===== src/rtl/gol_ui_pkg.sv =====
// Shared constants, state encodings and BCD digit helpers for the button-driven
// BCD entry path (bcd_entry_ctrl and btn_debounce).
package gol_ui_pkg;

    localparam int NUM_BTNS   = 5;
    localparam int NUM_DIGITS = 4;

    localparam int BTN_UP     = 0;
    localparam int BTN_DOWN   = 1;
    localparam int BTN_LEFT   = 2;
    localparam int BTN_RIGHT  = 3;
    localparam int BTN_CENTER = 4;

    localparam logic [3:0] BCD_MAX = 4'd9;

    typedef enum logic {
        ST_EDIT   = 1'b0,
        ST_COMMIT = 1'b1
    } ctrl_state_t;

    typedef enum logic [1:0] {
        RPT_IDLE   = 2'd0,
        RPT_HOLD   = 2'd1,
        RPT_REPEAT = 2'd2
    } rpt_state_t;

    typedef enum logic [2:0] {
        ACT_NONE   = 3'd0,
        ACT_COMMIT = 3'd1,
        ACT_UP     = 3'd2,
        ACT_DOWN   = 3'd3,
        ACT_LEFT   = 3'd4,
        ACT_RIGHT  = 3'd5
    } action_t;

    // Digits wrap on their own; an out-of-range nibble is pulled back into 0..9.
    function automatic logic [3:0] bcd_inc(input logic [3:0] d);
        return (d >= BCD_MAX) ? 4'd0 : d + 4'd1;
    endfunction

    function automatic logic [3:0] bcd_dec(input logic [3:0] d);
        return ((d == 4'd0) || (d > BCD_MAX)) ? BCD_MAX : d - 4'd1;
    endfunction

endpackage


===== src/rtl/btn_debounce.sv =====
// One raw button: 2-FF synchroniser, stable-level debounce counter and a
// one-cycle press strobe on the rising edge of the accepted level.
module btn_debounce
    import gol_ui_pkg::*;
#(
    parameter int DEBOUNCE_CYCLES = 1_000_000
) (
    input  logic clk,
    input  logic reset,
    input  logic btn_raw,
    output logic btn_level,
    output logic btn_press
);

    localparam int CNT_W = (DEBOUNCE_CYCLES > 1) ? $clog2(DEBOUNCE_CYCLES) : 1;
    localparam logic [CNT_W-1:0] CNT_LAST = CNT_W'(DEBOUNCE_CYCLES - 1);

    logic             sync1_reg;
    logic             sync2_reg;
    logic             level_reg;
    logic             level_d_reg;
    logic [CNT_W-1:0] cnt_reg;

    always_ff @(posedge clk) begin
        if (reset) begin
            sync1_reg   <= 1'b0;
            sync2_reg   <= 1'b0;
            level_reg   <= 1'b0;
            level_d_reg <= 1'b0;
            cnt_reg     <= '0;
        end else begin
            sync1_reg   <= btn_raw;
            sync2_reg   <= sync1_reg;
            level_d_reg <= level_reg;
            // Any cycle agreeing with the accepted level restarts the stability count.
            if (sync2_reg == level_reg) begin
                cnt_reg <= '0;
            end else if (cnt_reg == CNT_LAST) begin
                cnt_reg   <= '0;
                level_reg <= sync2_reg;
            end else begin
                cnt_reg <= cnt_reg + 1'b1;
            end
        end
    end

    assign btn_level = level_reg;
    assign btn_press = level_reg & ~level_d_reg;

endmodule


===== src/rtl/bcd_entry_ctrl.sv =====
// Five-button 4-digit BCD editor with cursor and commit register.
// Optional up/down auto-repeat is compiled in when AUTOREPEAT_EN is defined.
module bcd_entry_ctrl
    import gol_ui_pkg::*;
#(
    parameter int          DEBOUNCE_CYCLES = 1_000_000,
    parameter int          REPEAT_DELAY    = 50_000_000,
    parameter int          REPEAT_PERIOD   = 10_000_000,
    parameter logic [15:0] INIT_VALUE      = 16'h0000
) (
    input  logic        clk,
    input  logic        reset,
    input  logic        btn_up,
    input  logic        btn_down,
    input  logic        btn_left,
    input  logic        btn_right,
    input  logic        btn_center,
    output logic [15:0] edit_value,
    output logic [1:0]  cursor,
    output logic [15:0] committed_value,
    output logic        commit_pulse,
    output logic        dirty
);

    logic [NUM_BTNS-1:0] btn_raw_vec;
    logic [NUM_BTNS-1:0] btn_level;
    logic [NUM_BTNS-1:0] btn_press;
    logic [NUM_BTNS-1:0] evt;

    assign btn_raw_vec = {btn_center, btn_right, btn_left, btn_down, btn_up};

    genvar gi;
    generate
        for (gi = 0; gi < NUM_BTNS; gi++) begin : g_btn
            btn_debounce #(
                .DEBOUNCE_CYCLES(DEBOUNCE_CYCLES)
            ) u_debounce (
                .clk      (clk),
                .reset    (reset),
                .btn_raw  (btn_raw_vec[gi]),
                .btn_level(btn_level[gi]),
                .btn_press(btn_press[gi])
            );
        end
    endgenerate

`ifdef AUTOREPEAT_EN
    localparam int RPT_MAX = (REPEAT_DELAY > REPEAT_PERIOD) ? REPEAT_DELAY : REPEAT_PERIOD;
    localparam int RPT_W   = (RPT_MAX > 1) ? $clog2(RPT_MAX) : 1;

    rpt_state_t       rpt_state_reg, rpt_state_next;
    logic [RPT_W-1:0] rpt_cnt_reg, rpt_cnt_next;
    logic             rpt_down_reg, rpt_down_next;
    logic             rpt_held;
    logic             rpt_due;
    logic             rpt_fire;
    logic             other_press;

    assign other_press = btn_press[BTN_CENTER] | btn_press[BTN_LEFT] | btn_press[BTN_RIGHT];
    assign rpt_held    = rpt_down_reg ? btn_level[BTN_DOWN] : btn_level[BTN_UP];
    assign rpt_due     = ((rpt_state_reg == RPT_HOLD)   && (rpt_cnt_reg == RPT_W'(REPEAT_DELAY - 1))) ||
                         ((rpt_state_reg == RPT_REPEAT) && (rpt_cnt_reg == RPT_W'(REPEAT_PERIOD - 1)));

    always_ff @(posedge clk) begin
        if (reset) begin
            rpt_state_reg <= RPT_IDLE;
            rpt_cnt_reg   <= '0;
            rpt_down_reg  <= 1'b0;
        end else begin
            rpt_state_reg <= rpt_state_next;
            rpt_cnt_reg   <= rpt_cnt_next;
            rpt_down_reg  <= rpt_down_next;
        end
    end

    always_comb begin
        rpt_state_next = rpt_state_reg;
        rpt_cnt_next   = rpt_cnt_reg + 1'b1;
        rpt_down_next  = rpt_down_reg;
        if (other_press) begin
            rpt_state_next = RPT_IDLE;
            rpt_cnt_next   = '0;
        end else if (btn_press[BTN_UP]) begin
            rpt_state_next = RPT_HOLD;
            rpt_cnt_next   = '0;
            rpt_down_next  = 1'b0;
        end else if (btn_press[BTN_DOWN]) begin
            rpt_state_next = RPT_HOLD;
            rpt_cnt_next   = '0;
            rpt_down_next  = 1'b1;
        end else begin
            case (rpt_state_reg)
                RPT_HOLD, RPT_REPEAT: begin
                    if (!rpt_held) begin
                        rpt_state_next = RPT_IDLE;
                        rpt_cnt_next   = '0;
                    end else if (rpt_due) begin
                        rpt_state_next = RPT_REPEAT;
                        rpt_cnt_next   = '0;
                    end
                end
                default: begin
                    rpt_state_next = RPT_IDLE;
                    rpt_cnt_next   = '0;
                end
            endcase
        end
    end

    always_comb begin
        rpt_fire = rpt_held & rpt_due;
    end

    // Synthetic steps join the real presses and go through the same arbiter.
    always_comb begin
        evt           = btn_press;
        evt[BTN_UP]   = btn_press[BTN_UP]   | (rpt_fire & ~rpt_down_reg);
        evt[BTN_DOWN] = btn_press[BTN_DOWN] | (rpt_fire &  rpt_down_reg);
    end
`else
    localparam int unused_rpt_params = REPEAT_DELAY + REPEAT_PERIOD;
    logic unused_levels;
    assign unused_levels = ^btn_level;
    assign evt           = btn_press;
`endif

    action_t action;

    always_comb begin
        action = ACT_NONE;
        if (evt[BTN_CENTER])     action = ACT_COMMIT;
        else if (evt[BTN_UP])    action = ACT_UP;
        else if (evt[BTN_DOWN])  action = ACT_DOWN;
        else if (evt[BTN_LEFT])  action = ACT_LEFT;
        else if (evt[BTN_RIGHT]) action = ACT_RIGHT;
    end

    ctrl_state_t ctrl_state_reg, ctrl_state_next;

    always_ff @(posedge clk) begin
        if (reset) ctrl_state_reg <= ST_EDIT;
        else       ctrl_state_reg <= ctrl_state_next;
    end

    always_comb begin
        ctrl_state_next = (action == ACT_COMMIT) ? ST_COMMIT : ST_EDIT;
    end

    always_comb begin
        commit_pulse = (ctrl_state_reg == ST_COMMIT);
    end

    logic [15:0] edit_value_reg, edit_value_next;
    logic [15:0] committed_value_reg;
    logic [1:0]  cursor_reg, cursor_next;
    logic        dirty_reg;

    generate
        for (gi = 0; gi < NUM_DIGITS; gi++) begin : g_digit
            logic sel;
            assign sel = (cursor_reg == 2'(gi));
            assign edit_value_next[gi*4 +: 4] =
                (sel && action == ACT_UP)   ? bcd_inc(edit_value_reg[gi*4 +: 4]) :
                (sel && action == ACT_DOWN) ? bcd_dec(edit_value_reg[gi*4 +: 4]) :
                                              edit_value_reg[gi*4 +: 4];
        end
    endgenerate

    always_comb begin
        cursor_next = cursor_reg;
        if (action == ACT_LEFT)       cursor_next = cursor_reg + 2'd1;
        else if (action == ACT_RIGHT) cursor_next = cursor_reg - 2'd1;
    end

    // committed_value loads on the edge into COMMIT so it is new while commit_pulse is high.
    always_ff @(posedge clk) begin
        if (reset) begin
            edit_value_reg      <= INIT_VALUE;
            committed_value_reg <= INIT_VALUE;
            cursor_reg          <= 2'd0;
            dirty_reg           <= 1'b0;
        end else begin
            edit_value_reg <= edit_value_next;
            cursor_reg     <= cursor_next;
            dirty_reg      <= (edit_value_reg != committed_value_reg);
            if (action == ACT_COMMIT) committed_value_reg <= edit_value_reg;
        end
    end

    assign edit_value      = edit_value_reg;
    assign committed_value = committed_value_reg;
    assign cursor          = cursor_reg;
    assign dirty           = dirty_reg;

endmodule

===== config.mk =====
export PLATFORM = sky130hd
export DESIGN_NAME = bcd_entry_ctrl
export DESIGN_NICKNAME = d
export VERILOG_FILES = /design/src/rtl/gol_ui_pkg.sv /design/src/rtl/btn_debounce.sv /design/src/rtl/bcd_entry_ctrl.sv
export SDC_FILE = /design/constraint.sdc
export NUM_CORES = 1
export LEC_CHECK = 0
export CORE_ASPECT_RATIO = 1.5
export CORE_MARGIN = 2
export CORE_UTILIZATION = 57
export CTS_CLUSTER_SIZE = 14
export DETAILED_ROUTE_END_ITERATION = 7
export DONT_BUFFER_PORTS = 1
export GPL_TIMING_DRIVEN = 0
export PLACE_DENSITY = 0.72
export SLEW_MARGIN = 20
export SYNTH_ARGS = -nofsm -noshare
export SYNTH_HDL_FRONTEND = slang
export SYNTH_SLANG_ARGS = --single-unit

===== constraint.sdc =====
create_clock -name clk -period 2.9 [get_ports clk]
set_input_delay 0.58 -clock clk [delete_from_list [all_inputs] [get_ports clk]]
set_output_delay 0.58 -clock clk [all_outputs]
set_load 0.005 [all_outputs]

# ---- Word-level counts from Yosys, hierarchy flattened
# Cells that the tools add are included.
dict set report word_totals {
  ff_bits 156
  wordCells 146
}
dict set report op_classes {
  add_sub_neg 15
  n_lt_le_gt_ge 8
  n_eq_ne 19
  n_mux 24
  bitwise_logic 15
  n_reduce_logical 32
}
# operator n
set op_table {}
lappend op_table {{adder 20 x 1 -> 20 bit, second input constant} 5}
lappend op_table {{== test 20 bit, second input constant} 5}
lappend op_table {{two-way mux 4 bit} 16}
lappend op_table {{adder 4 x 1 -> 4 bit, second input constant} 4}
lappend op_table {{>= comparator 4 bit, second input constant} 4}
lappend op_table {{> comparator 4 bit, second input constant} 4}
lappend op_table {{logical NOT 4 bit} 4}
lappend op_table {{!= test 16 bit} 1}
lappend op_table {{subtractor 4 x 1 -> 4 bit, second input constant} 4}
lappend op_table {{two-way mux 3 bit} 5}
lappend op_table {{OR reduction 3 bit} 5}
lappend op_table {{NOT 1 bit} 10}
lappend op_table {{AND reduction 2 bit} 5}
lappend op_table {{nonzero test 2 bit} 5}
lappend op_table {{logical AND 1 bit} 8}
lappend op_table {{== test 3 x 2 -> 1 bit, second input constant} 2}
lappend op_table {{== test 3 bit, second input constant} 2}
lappend op_table {{bitwise AND 1 bit} 5}
lappend op_table {{== test 1 bit} 5}
lappend op_table {{== test 2 bit, second input constant} 2}
lappend op_table {{logical OR 1 bit} 4}
lappend op_table {{two-way mux 2 bit} 2}
lappend op_table {{== test 3 x 1 -> 1 bit, second input constant} 1}
lappend op_table {{adder 2 x 1 -> 2 bit, second input constant} 1}
lappend op_table {{other kinds (4)} 4}

# ---- Logic depth before layout (Yosys ltp)
dict set report logic_depth {
  word_depth 11
  depth_mapped 8
  depth_no_buf 7
}

# ---- Modules after synthesis
# From an unflattened synthesis, not the netlist that was laid out.
dict set report unflattened {
  hier_cells 873
  hier_area_um2 7643.6
}
# mod n_inst cells_per_inst area_per_inst_um2
set modules_own_cells {}
lappend modules_own_cells {btn_debounce 5 116 1048.5}
lappend modules_own_cells {bcd_entry_ctrl 1 293 2401.1}

# ---- Least setup slack after synthesis
# OpenSTA, ideal clock, no wires.
dict set report synth_path {
  path_type {flip-flop to flip-flop}
  start {register g_btn[2].u_debounce.cnt_reg[0]}
  end {register g_btn[2].u_debounce.cnt_reg[18]}
  setup_ns 0.115
  arrival_ns 1.671
  required_ns 2.785
  setup_slack_ns 1.115
  path_stages_with_launch 9
  period_less_slack_ns 1.785
  cell_sequence {dfxtp_1 -> ha_1 -> nand2_1 -> or3_1 -> buf_6 -> nor4_4 -> or3_2 -> buf_6 -> nor2_1}
}
dict set report synth_via {
  elab_chain_len 2
  word_cells_on_any_way 3
}
# element line
set synth_rtl {}
lappend synth_rtl {{start: declaration} btn_debounce.sv:22} ;# logic [CNT_W-1:0] cnt_reg;
lappend synth_rtl {{start signal: assignment} btn_debounce.sv:42} ;# cnt_reg <= cnt_reg + 1'b1;
lappend synth_rtl {{branches (longest 2 deep; another with adder 20 x 1 -> 20 bit)} --}
# Parallel ways; which one is timed is not known.
# A chain may end at the register's enable or synchronous reset.

# ---- Worst setup path in the final report
dict set report layout_path {
  start {register edit_value_reg[12] (netlist: edit_value[12])}
  end {register edit_value_reg[15] (netlist: edit_value[15])}
}
dict set report layout_via {
  elab_chain_len 5
  word_cells_on_any_way 10
}
# element line
set layout_rtl {}
lappend layout_rtl {{start: declaration} bcd_entry_ctrl.sv:153} ;# logic [15:0] edit_value_reg, edit_value_next;
lappend layout_rtl {{start signal: assignment} bcd_entry_ctrl.sv:183} ;# edit_value_reg <= edit_value_next;
lappend layout_rtl {{> comparator 4 bit / logical NOT 4 bit (equally long branches)} gol_ui_pkg.sv:42} ;# return ((d == 4'd0) || (d > BCD_MAX)) ? BCD_MAX : d - 4'd1;
lappend layout_rtl {{logical OR 1 bit} gol_ui_pkg.sv:42}
lappend layout_rtl {{two-way mux 4 bit} gol_ui_pkg.sv:42}
lappend layout_rtl {{two-way mux 4 bit} bcd_entry_ctrl.sv:164} ;# (sel && action == ACT_DOWN) ? bcd_dec(edit_value_reg[gi*4 +: 4]) :
lappend layout_rtl {{two-way mux 4 bit (*)} bcd_entry_ctrl.sv:163} ;# (sel && action == ACT_UP) ? bcd_inc(edit_value_reg[gi*4 +: 4]) :
# Mark *: on every way between the ends. The rest lies on a longest branch, timed or not. The select of a mux whose other input is x is not followed.

==> out/qor.yml <==
layout:
  layout_common_cells: "156 x dfxtp_1, 135 x nor2_1, 75 x xor2_1"
  final_core_util_pct: 64.6
  n_fill_cell: 1099
  layout.nets: 897
  drive_gt1_share_pct: 6.04
  final_cell_area_um2: 8090
  final_common_cell: "dfxtp_1"
  largest_reg_flops: 100
  area_growth_pct: 10.9
clocking:
  cts_hold_buffers: 0
  clk_latency_ps: 410
  clk_pin_slew_ps: 60
  cts_resized: 0
  root_buffer: "clkbuf_16"
  clock-sinks: 156
  htreeDepth: 4
  cts_buffer_depth: 2
  cts_tree: "yes"
  cts_buffers: 17
  post_cts_buffers: 0
die:
  start_util_pct: 58.3
  dieWidth_um: 96.4
  die_y_um: 143
  core_um2: 12500
  io_pins: 43
  die_area_um2: 13700
  rows: 50
global_routing:
  first_global_vias: 5616
  met3_usage_pct: 4.18
  grt_overflow: 0
  grt_most_used_layer: "met2"
  gr-usage-all-layers_pct: 22.7
  grt_pass1_wl_mm: 24.8
  grt_max_degree: 17
  grtUsageMet1_pct: 25.7
  antenna_found_initial: 1
  use_met2_pct: 40.7
worst_setup_path:
  cp-start-kind: "flop"
  cp.required_ps: 3160
  critPathCaptureType: "flop"
  worstPathArrival_ps: 2380
  critical_path_class: "reg -> reg"
  path_max_fanout: 8
detailed_routing:
  ant_nets: 0
  via_per_inst: 5.58
  dr.pass1.iters: 5
  wirelength_mm: 15.1
  num_vias: 5775
  drt_iter0_markers: 196
  drc: 0
  post_drt_wl_per_cell_um: 14.6
sta:
  worstMarginPinSlew_ps: 735
  hold_violations: 0
  rsz0062_at_grt: "no"
  finalMaxSlewViolations: 0
  relSlewSlack_pct: 50.5
  timing.final.crit_share_pct: 73.0
  fin_crit_ps: 2120
  setup_viol: 0
  skew_ps: 8.40
  clock.fmax_mhz: 472
  whs_ps: 304
  tns_ps: 0
status:
  status: "completed"
flow_run:
  cap_violations: 0
synth:
  synth_area_per_cell_um2: 8.63
  ys.warnings.count: 0
  synthesis.area_um2: 7300
  synth_cells: 846
  syn-num-nets: 878
  ys_seq_area_share_pct: 42.8
  ys_types: 54
  synthArstFlopShare_pct: 0
  synth_flop_cell: "dfxtp_1"
  ys_ff_latch: 156
  synth_edf_count: 0
pwr:
  p_total_mw: 4.48
  power_leakage_nw: 2.85
  ir_worst_vdd_uv: 402
  power.density_nw_per_um2: 554
hold_path:
  hold_class: "in -> reg"
placed_design:
  detailed_place_hpwl_mm: 10.8
  postPlaceCellArea_um2: 7490
  gp_congestion: 0.882
  io_buffer_count: 0
==> per-layer routing <==
| metal | part of all wire, % | routed length [µm] |
|---|---|---|
| met5 | 0 | 0 |
| met4 | 1.8 | 278 |
| met2 | 52 | 7890 |
| met1 | 43 | 6480 |
| met3 | 3.0 | 460 |
==> metrics by stage <==
stage | setup slack (ps) | cells
floorplan | 1110 | 846
global placement | 516 | 1002
detailed placement | 437 | 1002
CTS | 793 | 1034
global route | 618 | 1035
finish | 782 | 1035
==> worst max-delay path: stages (launching register included) <==
cell and delay [ps]:
dfxtp_1 520, inv_1 150, ha_1 220, nor2b_1 120
mux2_2 320, nor4_1 380, o21bai_1 180, a211oi_1 90
==> kinds of logic after synthesis <==
family / synth area share (%)
fa+ha+maj: 4.29
compound gates: 7.72
simple gates: 27.1
xor+xnor: 13.9
mux: 0.840
buf+inv: 3.38
flops: 42.8
==> layout make-up <==
| class | count | area (µm²) | share of cell area, % |
|---|---|---|---|
| Clock buffer | 22 | 454 | 5.61 |
| Antenna cell | 1 | 2.50 | 0.0309 |
| Multi-Input combinational cell | 633 | 3930 | 48.6 |
| Tap cell | 156 | 195 | 2.41 |
| Buffer | 33 | 156 | 1.93 |
| Sequential cell | 156 | 3120 | 38.6 |
| Clock inverter | 10 | 140 | 1.73 |
| Inverter | 24 | 90.1 | 1.11 |
==> synth_stat cells, types with 13 or more instances <==
cell / n / area, µm²
nor4_1: 13 / 81.3
nor3_1: 23 / 115
nor2_1: 135 / 507
inv_1: 23 / 86.3
nand3_1: 48 / 240
dfxtp_1: 156 / 3120
nand2_1: 74 / 278
nand4_1: 16 / 100
and3_1: 14 / 87.6
o21ai_0: 17 / 85.1
a21oi_1: 26 / 130
nor2b_1: 21 / 131
xnor2_1: 41 / 359
ha_1: 25 / 313
clkbuf_1: 21 / 78.8
xor2_1: 75 / 657
==> power by group <==
part | internal, mW | switching (mW)
Clock | 1.38 | 0.843
Combinational | 0.0325 | 0.0594
Sequential | 2.16 | 0.00838
==> worst paths after layout <==
check / end / slack, ps / cells past startpoint / startpoint
worst max-delay path: edit_value[15] / 780 / 7 / edit_value[12]
worst min-delay path: g_btn[0].u_debounce.sync1_reg / 300 / 1 / btn_up
worst max register to register: edit_value[15] / 780 / 7 / edit_value[12]
worst min register to register: g_btn[0].u_debounce.sync2_reg / 440 / 1 / g_btn[0].u_debounce.sync1_reg
Power figures use the tool's default switching activity.
